`src/rtl/diff_freq_pkg.sv`:
```
// Purpose: shared constants, state encoding and packet payload type for the
//          UART packet assembler and the serial-output engine it feeds.
// Ports:   none (package).
package diff_freq_pkg;

  localparam int unsigned DATA_BIT          = 32;
  localparam int unsigned BYTES_PER_PATTERN = DATA_BIT / 8;
  localparam int unsigned PACK_NUM          = BYTES_PER_PATTERN * 2 + 1;
  localparam int unsigned PACK_W            = PACK_NUM * 8;
  localparam int unsigned CNT_W             = $clog2(PACK_NUM + 1);

  // Byte offsets of each field inside a packet, in arrival order
  localparam int unsigned OUT_BYTE_OFS  = 0;
  localparam int unsigned FREQ_BYTE_OFS = BYTES_PER_PATTERN;
  localparam int unsigned CTRL_BYTE_OFS = PACK_NUM - 1;

  typedef enum logic [1:0] {
    IDLE    = 2'd0,
    COLLECT = 2'd1,
    HOLD    = 2'd2
  } pack_state_e;

  // Packed in arrival order: byte 0 lands in out[7:0], last byte is ctrl
  typedef struct packed {
    logic [7:0]          ctrl;
    logic [DATA_BIT-1:0] freq;
    logic [DATA_BIT-1:0] out;
  } pack_t;

endpackage

```
`src/rtl/uart_pack_assembler_if.sv`:
```
// Purpose: valid/ready packet bus between the assembler (master) and the
//          serial-output engine (slave).
// Signals: o_out_pattern, o_freq_pattern, o_ctrl, o_pack_valid (master->slave),
//          i_pack_ready (slave->master).
interface uart_pack_assembler_if;
  import diff_freq_pkg::*;

  logic [DATA_BIT-1:0] o_out_pattern;
  logic [DATA_BIT-1:0] o_freq_pattern;
  logic [7:0]          o_ctrl;
  logic                o_pack_valid;
  logic                i_pack_ready;

  modport master (
    output o_out_pattern,
    output o_freq_pattern,
    output o_ctrl,
    output o_pack_valid,
    input  i_pack_ready
  );

  modport slave (
    input  o_out_pattern,
    input  o_freq_pattern,
    input  o_ctrl,
    input  o_pack_valid,
    output i_pack_ready
  );

endinterface

```
`src/rtl/uart_pack_assembler_rx_gap_timer.sv`:
```
// Purpose: counts idle cycles between received bytes and flags the cycle on
//          which the silence limit is reached.
// Ports:   clk, rst (sync, active-high), clear (restart count), enable (count
//          while high), expire (combinational one-cycle pulse).
module rx_gap_timer #(
  parameter int unsigned TIMEOUT_CYCLES = 40000
) (
  input  logic clk,
  input  logic rst,
  input  logic clear,
  input  logic enable,
  output logic expire
);

  localparam int unsigned TMR_W = $clog2(TIMEOUT_CYCLES + 1);
  localparam logic [TMR_W-1:0] TMR_LAST = TMR_W'(TIMEOUT_CYCLES - 1);

  logic [TMR_W-1:0] tmr_q;
  logic [TMR_W-1:0] tmr_d;

  // A clear in the same cycle suppresses expiry, so a late byte still wins
  assign expire = enable && !clear && (tmr_q == TMR_LAST);

  // Next count: restart on clear, disable or expiry
  always_comb begin
    tmr_d = tmr_q + TMR_W'(1);
    if (clear || !enable || expire) begin
      tmr_d = '0;
    end
  end

  always_ff @(posedge clk) begin
    if (rst) begin
      tmr_q <= '0;
    end else begin
      tmr_q <= tmr_d;
    end
  end

endmodule

```
`src/rtl/uart_pack_assembler.sv`:
```
// Purpose: gathers PACK_NUM UART bytes into one packet (output pattern,
//          frequency pattern, control byte) and offers it on a valid/ready bus;
//          partial packets are dropped after an inter-byte silence timeout.
// Ports:   clk, rst (sync, active-high); i_data/i_rx_done_tick (received byte);
//          pack_bus (packet bus, master side); o_busy (collecting);
//          o_timeout_tick (partial packet discarded); o_overrun_tick (byte
//          dropped while a packet is pending).
module uart_pack_assembler
  import diff_freq_pkg::*;
#(
  parameter int unsigned TIMEOUT_CYCLES = 40000
) (
  input  logic                 clk,
  input  logic                 rst,
  input  logic [7:0]           i_data,
  input  logic                 i_rx_done_tick,
  uart_pack_assembler_if.master pack_bus,
  output logic                 o_busy,
  output logic                 o_timeout_tick,
  output logic                 o_overrun_tick
);

  // Holds every byte except the last, which is taken straight from i_data
  localparam int unsigned SHIFT_W = PACK_W - 8;

  pack_state_e        state_q, state_d;
  logic [CNT_W-1:0]   count_q, count_d;
  logic [SHIFT_W-1:0] shift_q, shift_d;
  pack_t              pack_q,  pack_d;
  logic               valid_q, valid_d;
  logic               busy_q,  busy_d;
  logic               timeout_q, timeout_d;
  logic               overrun_q, overrun_d;

  logic               take_c;
  logic               expire_c;
  logic [PACK_W-1:0]  packet_c;

  assign packet_c = {i_data, shift_q};

  // Silence timer only runs while a partial packet is open
  rx_gap_timer #(
    .TIMEOUT_CYCLES(TIMEOUT_CYCLES)
  ) u_gap_timer (
    .clk    (clk),
    .rst    (rst),
    .clear  (i_rx_done_tick || (state_q != COLLECT)),
    .enable (state_q == COLLECT),
    .expire (expire_c)
  );

  // Next-state, capture and tick logic
  always_comb begin
    state_d   = state_q;
    count_d   = count_q;
    shift_d   = shift_q;
    pack_d    = pack_q;
    timeout_d = 1'b0;
    overrun_d = 1'b0;
    take_c    = 1'b0;

    case (state_q)
      IDLE: begin
        take_c = i_rx_done_tick;
      end
      COLLECT: begin
        if (i_rx_done_tick) begin
          take_c = 1'b1;
        end else if (expire_c) begin
          state_d   = IDLE;
          count_d   = '0;
          timeout_d = 1'b1;
        end
      end
      HOLD: begin
        // A byte coinciding with the handshake opens the next packet
        if (pack_bus.i_pack_ready) begin
          state_d = IDLE;
          take_c  = i_rx_done_tick;
        end else if (i_rx_done_tick) begin
          overrun_d = 1'b1;
        end
      end
      default: begin
        state_d = IDLE;
        count_d = '0;
      end
    endcase

    if (take_c) begin
      shift_d = {i_data, shift_q[SHIFT_W-1:8]};
      if (count_q == CNT_W'(PACK_NUM - 1)) begin
        pack_d.out  = packet_c[OUT_BYTE_OFS*8  +: DATA_BIT];
        pack_d.freq = packet_c[FREQ_BYTE_OFS*8 +: DATA_BIT];
        pack_d.ctrl = packet_c[CTRL_BYTE_OFS*8 +: 8];
        count_d     = '0;
        state_d     = HOLD;
      end else begin
        count_d = count_q + CNT_W'(1);
        state_d = COLLECT;
      end
    end

    valid_d = (state_d == HOLD);
    busy_d  = (state_d == COLLECT);
  end

  always_ff @(posedge clk) begin
    if (rst) begin
      state_q   <= IDLE;
      count_q   <= '0;
      shift_q   <= '0;
      pack_q    <= '0;
      valid_q   <= 1'b0;
      busy_q    <= 1'b0;
      timeout_q <= 1'b0;
      overrun_q <= 1'b0;
    end else begin
      state_q   <= state_d;
      count_q   <= count_d;
      shift_q   <= shift_d;
      pack_q    <= pack_d;
      valid_q   <= valid_d;
      busy_q    <= busy_d;
      timeout_q <= timeout_d;
      overrun_q <= overrun_d;
    end
  end

  assign pack_bus.o_out_pattern  = pack_q.out;
  assign pack_bus.o_freq_pattern = pack_q.freq;
  assign pack_bus.o_ctrl         = pack_q.ctrl;
  assign pack_bus.o_pack_valid   = valid_q;
  assign o_busy                  = busy_q;
  assign o_timeout_tick          = timeout_q;
  assign o_overrun_tick          = overrun_q;

endmodule

```
`src/flat_wrapper.sv`:
```
// flat-port wrapper written by rule: the top's interface ports become plain ports
module uart_pack_assembler_flat import diff_freq_pkg::*;
#(
  parameter int unsigned TIMEOUT_CYCLES = 40000
)
  (clk, rst, i_data, i_rx_done_tick, o_busy, o_timeout_tick, o_overrun_tick, pack_bus_o_out_pattern, pack_bus_o_freq_pattern, pack_bus_o_ctrl, pack_bus_o_pack_valid, pack_bus_i_pack_ready);
  uart_pack_assembler_if pack_bus_i ();
  input  logic clk;
  input  logic rst;
  input  logic [7:0] i_data;
  input  logic i_rx_done_tick;
  output logic o_busy;
  output logic o_timeout_tick;
  output logic o_overrun_tick;
  output wire logic [$bits(pack_bus_i.o_out_pattern)-1:0] pack_bus_o_out_pattern;
  output wire logic [$bits(pack_bus_i.o_freq_pattern)-1:0] pack_bus_o_freq_pattern;
  output wire logic [$bits(pack_bus_i.o_ctrl)-1:0] pack_bus_o_ctrl;
  output wire logic [$bits(pack_bus_i.o_pack_valid)-1:0] pack_bus_o_pack_valid;
  input wire logic [$bits(pack_bus_i.i_pack_ready)-1:0] pack_bus_i_pack_ready;
  assign pack_bus_o_out_pattern = pack_bus_i.o_out_pattern;
  assign pack_bus_o_freq_pattern = pack_bus_i.o_freq_pattern;
  assign pack_bus_o_ctrl = pack_bus_i.o_ctrl;
  assign pack_bus_o_pack_valid = pack_bus_i.o_pack_valid;
  assign pack_bus_i.i_pack_ready = pack_bus_i_pack_ready;
  uart_pack_assembler #(.TIMEOUT_CYCLES(TIMEOUT_CYCLES)) u_core (.clk(clk), .rst(rst), .i_data(i_data), .i_rx_done_tick(i_rx_done_tick), .pack_bus(pack_bus_i), .o_busy(o_busy), .o_timeout_tick(o_timeout_tick), .o_overrun_tick(o_overrun_tick));
endmodule
```
`config.mk`:
```
export PLATFORM = sky130hd
export DESIGN_NAME = uart_pack_assembler_flat
export DESIGN_NICKNAME = d
export VERILOG_FILES = /design/src/rtl/diff_freq_pkg.sv /design/src/rtl/uart_pack_assembler_if.sv /design/src/rtl/uart_pack_assembler_rx_gap_timer.sv /design/src/rtl/uart_pack_assembler.sv /design/src/flat_wrapper.sv
export SDC_FILE = /design/constraint.sdc
export NUM_CORES = 1
export LEC_CHECK = 0
export BUFFER_PORTS_ARGS = -buffer_cell sky130_fd_sc_hd__buf_2
export CAP_MARGIN = 20
export CORE_AREA = 2 2 165 86
export CTS_BUF_LIST = sky130_fd_sc_hd__clkbuf_4
export DETAILED_ROUTE_END_ITERATION = 10
export DIE_AREA = 0 0 167 88
export PLACE_DENSITY = 0.69
export SLEW_MARGIN = 20
export SYNTH_ARGS = -nofsm -noshare
export SYNTH_HDL_FRONTEND = slang
export SYNTH_SLANG_ARGS = --single-unit
```
`constraint.sdc`:
```
create_clock -name clk -period 2.75 [get_ports clk]
set_input_delay 0.4125 -clock clk [delete_from_list [all_inputs] [get_ports clk]]
set_output_delay 0.4125 -clock clk [all_outputs]
set_load 0.01 [all_outputs]
```
==> flow_metrics.py, run 1 <==
metrics = {
    "status": {
        "outcome": "finished clean",
    },
    "pwr": {
        "irDropWorstVdd_mv": 0.288,
        "p_leak_nw": 2.56,
        "p_per_area_nw_per_um2": 606,
        "total_power_mw": 4.18,
    },
    "critical_path": {
        "cp_top_family": "compound AO/OA/AOI/OAI gates",
        "rrSetupSlack_ps": 580,
        "cp_max_fo": 26,
        "critical_path_class": "reg -> reg",
        "crit_path_cell_trace": "inv_1, ha_1, nand3b_1, a211oi_4, buf_12, mux2i_1, nor2_1",
        "endpoint_kind": "flop",
        "crit_arrival_ps": 2580,
        "path_buf_inv": 2,
        "r2r-end": "u_core.pack_bus.o_ctrl[4]",
        "r2r-start": "u_core.count_q[0]",
        "worstPathRequired_ps": 3160,
        "r2r_cells": 7,
        "critPathLaunchType": "flop",
        "max_stage_delay_ps": 630,
        "cp_slowest_cell": "a211oi_4",
    },
    "final_layout": {
        "drive_above_1_share_pct": 19.3,
        "nNetsFinal": 738,
        "diodes": 0,
        "area_delta_synth_final_pct": 18.1,
        "multi_input_area_um2": 2420,
        "ff_latch_area_um2": 3240,
        "design_area_um2": 6890,
        "nFillCells": 1233,
    },
    "min_path": {
        "min_from": "i_data[2]",
        "holdPathStages": 3,
        "hold-path-endpoint": "u_core.shift_q[58]",
        "holdCritPathClass": "in -> reg",
    },
    "floorplanning": {
        "io_pins": 88,
        "die_h_um": 88,
        "die_area_um2": 14700,
        "rows": 30,
        "coreArea_um2": 13300,
        "start_util_pct": 44.0,
        "dieWidth_um": 167,
    },
    "placement": {
        "place_congestion": 0.796,
        "port_buffers": 87,
        "placedInstanceArea_um2": 6540,
        "dp_slack_ps": 603,
        "dpl.hpwl_um": 9310,
    },
    "synthesis": {
        "synth_cell_type_count": 34,
        "avgSynthCellArea_um2": 9.13,
        "synth.largest_area_cell": "dfxtp_1",
        "synth_area_leaders": "dfxtp_1, mux2i_1, nand2_1",
        "muxShareOfSynthArea_pct": 12.4,
        "synth_xor_area_share_pct": 2.10,
        "synthArstFlopShare_pct": 0,
        "synth-edff-count": 0,
        "synth_top_family_by_area": "simple AND/OR/NAND/NOR gates",
        "yosys_warnings": 0,
        "syn_area_um2": 5830,
        "synth_compound_area_share_pct": 7.19,
        "synth_adder_area_share_pct": 0.644,
        "synth.net_count": 654,
        "synth-simple-area-share_pct": 18.8,
        "yosysTopAreaCellShare_pct": 55.6,
        "synth-seq-cells": 162,
        "seq_area_frac_synth_pct": 55.6,
        "synth-main-ff-cell": "dfxtp_1",
        "syn_inst": 639,
        "ys_top_cells_by_count": "dfxtp_1, nand2_1, nor2_1",
        "yosysMostFrequentCell": "dfxtp_1",
    },
    "drt": {
        "ant_nets": 0,
        "wl_per_cell_um": 14.4,
        "vias": 4573,
        "drt_iter0_markers": 283,
        "finalWirelength_um": 13100,
        "firstDrtPassIters": 4,
        "drcViolationCount": 0,
        "via_per_inst": 5.01,
    },
    "timing": {
        "slew_viol_final": 0,
        "fin_crit_ps": 2170,
        "rsz0062_at_grt": "false",
        "finalSetupViolCount": 0,
        "worstMarginPinSlew_ps": 762,
        "hold_viol_final": 0,
        "min_period_over_period_pct": 79.0,
        "slew_headroom_pct": 49.1,
        "finalWorstSetupSlack_ps": 577,
        "fin_skew_ps": 25.2,
        "setup_tns_ps": 0,
        "clock.fmax_ghz": 0.460,
    },
    "cts": {
        "path_clk_slew_ps": 150,
        "cts_setup_buffers": 0,
        "cts_buffer_depth": 2,
        "cts_tree": "done",
        "h-tree-depth": 4,
        "cts_root_buf": "clkbuf_4",
        "insertion_delay_ps": 530,
        "cts_made_buffers": 17,
        "post_cts_resize_count": 0,
        "holdBufCountCts": 0,
        "numClockSinks": 162,
    },
    "global_route": {
        "grt_pass1_wl_um": 21300,
        "grt_antenna_before_repair": 0,
        "grt_use_total_pct": 18.2,
        "grt_start_max_net_pins": 71,
        "overflow": 0,
        "grt_pass1_vias": 4131,
    },
    "run": {
        "maxCapViolCount": 0,
    },
}
==> layout make-up <==
cell class	count	share of cell area (%)
sequential	162	47.1
multi-input combinational	430	35.1
timing repair buffer	104	9.12
tap	176	3.20
clock inverter	15	3.18
clock buffer	17	1.85
inverter	8	0.436
==> state kept, by name (all words and copies together) (netlist names) <==
register                        count
u_core.o_timeout_tick               1
u_core.pack_bus.o_pack_valid        1
u_core.pack_bus.o_freq_pattern     32
u_core.state_q                      2
u_core.o_overrun_tick               1
u_core.pack_bus.o_ctrl              8
u_core.pack_bus.o_out_pattern      32
u_core.o_busy                       1
u_core.u_gap_timer.tmr_q           16
u_core.shift_q                     64
u_core.count_q                      4
==> worst max path at each step <==
| stage | startpoint | depth (start not counted) | to | slack, ps |
|---|---|---|---|---|
| after floorplan | u_core.u_gap_timer.tmr_q[7] | 5 | u_core.u_gap_timer.tmr_q[10] | 990 |
| after global placement | u_core.count_q[0] | 7 | u_core.pack_bus.o_freq_pattern[28] | 710 |
| after detailed placement | u_core.count_q[0] | 7 | u_core.pack_bus.o_ctrl[4] | 600 |
| after CTS | u_core.count_q[0] | 7 | u_core.pack_bus.o_freq_pattern[4] | 560 |
| after global routing | u_core.count_q[0] | 7 | u_core.pack_bus.o_freq_pattern[4] | 370 |
| final | u_core.count_q[0] | 7 | u_core.pack_bus.o_ctrl[4] | 580 |
==> logic make-up after synthesis <==
logic type / Yosys count
fa+ha+maj: 3
mux: 72
flops: 162
simple gates: 262
buf+inv: 47
xor+xnor: 14
compound gates: 79
==> worst reg2reg max path: cells and delay by family (launching register included) <==
kind / cells / cell delay [ps]
flip-flops: 1 / 360
multiplexers: 1 / 250
AND/OR/NAND/NOR: 2 / 240
adder cells (fa/ha/maj): 1 / 180
buffers and inverters: 2 / 400
AO/OA/AOI/OAI: 1 / 640
==> cell usage in the layout (no fill, tap or decap), types with 5 or more instances in the layout <==
cell,n
buf_4,13
clkbuf_4,17
mux2i_1,72
nor2_1,93
inv_6,6
nand4_1,5
buf_12,5
nand3_1,6
dfxtp_1,162
buf_2,86
a21oi_1,70
inv_1,8
xnor2_1,10
nand2_1,134
==> where the power goes <==
| group | switching, mW | internal, mW | total [mW] |
|---|---|---|---|
| logic | 0.0974 | 0.0406 | 0.138 |
| clock network | 0.901 | 0.757 | 1.66 |
| registers | 0.0151 | 2.37 | 2.38 |
==> per-stage QoR <==
stage / instances / hold slack (ps) / utilization (%)
5_1_grt: 912 / 81.6 / 52.0
4_1_cts: 912 / 86.5 / 52.0
3_5_place_dp: 880 / 452 / 49.4
6_report: 912 / 134 / 52.0
2_1_floorplan: 639 / 436 / -
3_3_place_gp: 880 / 446 / 49.4
==> metal layers <==
layer  vias to the layer above  wire length, um  GRT usage, %
met3                        15              804          5.42
met5                         -                0             0
met2                       103             5660          27.6
li1                       2285                -             -
met4                         0              100          4.78
met1                      2170             6560          25.6
Power figures use the tool's default switching activity.
==> inputs of run 2 (changes only) <==
clock period = 2.25 ns   (was 2.75 ns; I/O delays follow)
==> run 2 against run 1 <==
- clock skew fell by 5.6 ps
- first-iteration DRC count rose by 11%
- critical endpoint is now u_core.count_q[3]
- clock-buffer cell count did not move
- core utilization fell by 0.84 points
- largest cell class unchanged
- maximum frequency rose by 9.6%
==> flow_metrics.py, run 2 (same netlist as run 1, synthesis figures left out) <==
metrics = {
    "status": {
        "outcome": "finished clean",
    },
    "cts": {
        "cts_tree": "done",
        "cts_made_buffers": 17,
        "h-tree-depth": 4,
        "cts_buffer_depth": 2,
        "path_clk_slew_ps": 130,
        "cts_setup_buffers": 0,
        "insertion_delay_ps": 540,
        "cts_root_buf": "clkbuf_4",
        "numClockSinks": 162,
    },
    "timing": {
        "worstMarginPinSlew_ps": 596,
        "setup_tns_ps": 0,
        "fin_skew_ps": 19.6,
        "min_period_over_period_pct": 88.1,
        "hold-worst-slack_ps": 49.7,
        "rsz0062_at_grt": "false",
        "finalWorstSetupSlack_ps": 267,
        "clock.fmax_ghz": 0.504,
        "finalSetupViolCount": 0,
        "hold_viol_final": 0,
        "slew_viol_final": 0,
        "fin_crit_ps": 1980,
        "slew_headroom_pct": 60.3,
    },
    "pwr": {
        "p_per_area_nw_per_um2": 705,
        "irDropWorstVdd_mv": 0.331,
        "total_power_mw": 4.78,
        "p_leak_nw": 2.48,
    },
    "final_layout": {
        "nNetsFinal": 731,
        "fin_util_pct": 51.1,
        "ff_latch_area_um2": 3240,
        "area_delta_synth_final_pct": 16.2,
        "largest_reg_flops": 64,
        "layout_commonest_cell": "dfxtp_1",
        "top_register": "u_core.shift_q",
        "nFillCells": 1214,
        "multi_input_area_um2": 2420,
        "layout_common_cells": "dfxtp_1, nand2_1, nor2_1, buf_2, mux2i_1",
        "diodes": 0,
        "drive_above_1_share_pct": 18.1,
    },
    "placement": {
        "place_congestion": 0.767,
        "dp_slack_ps": 302,
        "dpl.hpwl_um": 8770,
        "port_buffers": 87,
    },
    "global_route": {
        "grt_use_total_pct": 17.9,
        "grt_antenna_before_repair": 0,
        "grt_pass1_vias": 4146,
        "grt_start_max_net_pins": 71,
        "overflow": 0,
        "grt_pass1_wl_um": 20700,
    },
    "critical_path": {
        "r2r-end": "u_core.count_q[3]",
        "worstPathRequired_ps": 2650,
        "rrSetupSlack_ps": 270,
        "cp-endpoint": "u_core.count_q[3]",
        "endpoint_kind": "flop",
        "crit_arrival_ps": 2380,
        "cp_max_fo": 7,
        "r2r_cells": 5,
        "critPathLaunchType": "flop",
        "r2r-start": "u_core.u_gap_timer.tmr_q[0]",
        "startpoint": "u_core.u_gap_timer.tmr_q[0]",
        "critical_path_class": "reg -> reg",
    },
    "drt": {
        "wl_per_cell_um": 14.2,
        "ant_nets": 0,
        "drt_iter0_markers": 313,
        "drcViolationCount": 0,
        "finalWirelength_um": 12900,
        "via_per_inst": 5.01,
        "vias": 4534,
        "firstDrtPassIters": 5,
    },
    "floorplanning": {
        "die_h_um": 88,
        "rows": 30,
        "coreArea_um2": 13300,
        "dieWidth_um": 167,
        "start_util_pct": 44.0,
        "die_area_um2": 14700,
        "io_pins": 88,
    },
    "min_path": {
        "holdPathStages": 3,
        "holdCritPathClass": "in -> reg",
    },
    "run": {
        "maxCapViolCount": 0,
    },
}
-- run 2: worst min-delay path by stage --
stage / start / end / slack (ps)
after floorplan: u_core.shift_q[0] / u_core.shift_q[0] / 440
after global placement: u_core.shift_q[1] / u_core.shift_q[1] / 440
after detailed placement: u_core.shift_q[1] / u_core.shift_q[1] / 450
after CTS: i_data[3] / u_core.shift_q[59] / 1
after global routing: i_data[5] / u_core.shift_q[61] / 10
final: i_data[7] / u_core.shift_q[63] / 50
-- run 2: worst max-delay path, stage by stage (launching register included) --
cell	delay, ps
dfxtp_1	420
ha_1	210
nand3_1	250
or4_4	650
nand2_1	210
o311ai_1	110
-- run 2: power by group --
part           internal (mW)  switching, mW  leakage (nW)
clock                  0.670           1.03         0.148
sequential              2.89         0.0177          1.31
combinational         0.0485          0.120          1.03
-- run 2: layout make-up --
| type | count | area share, % |
|---|---|---|
| clock inverter | 15 | 2.33 |
| inverter | 8 | 0.443 |
| clock buffer | 17 | 1.88 |
| tap | 176 | 3.25 |
| sequential | 162 | 47.9 |
| multi-input combinational | 430 | 35.7 |
| timing repair buffer | 97 | 8.53 |
-- run 2: repair_timing --
item | CTS | global route
endpoints found under the hold margin | 1 | 0
resized for setup | 0 | 0
hold buffers | 1 | 0
-- run 2: through the flow --
| stage | cells | cell area [um2] |
|---|---|---|
| 2_1_floorplan | 639 | 5830 |
| 3_3_place_gp | 872 | 6480 |
| 3_5_place_dp | 872 | 6480 |
| 4_1_cts | 905 | 6780 |
| 5_1_grt | 905 | 6780 |
| 6_report | 905 | 6780 |
-- run 2: per-layer routing --
layer,global-route usage (%),vias up,wire length [um]
met3,5.78,16,842
li1,-,2266,-
met4,5.96,0,148
met5,0,-,0
met1,25.6,2145,6550
met2,25.3,107,5320
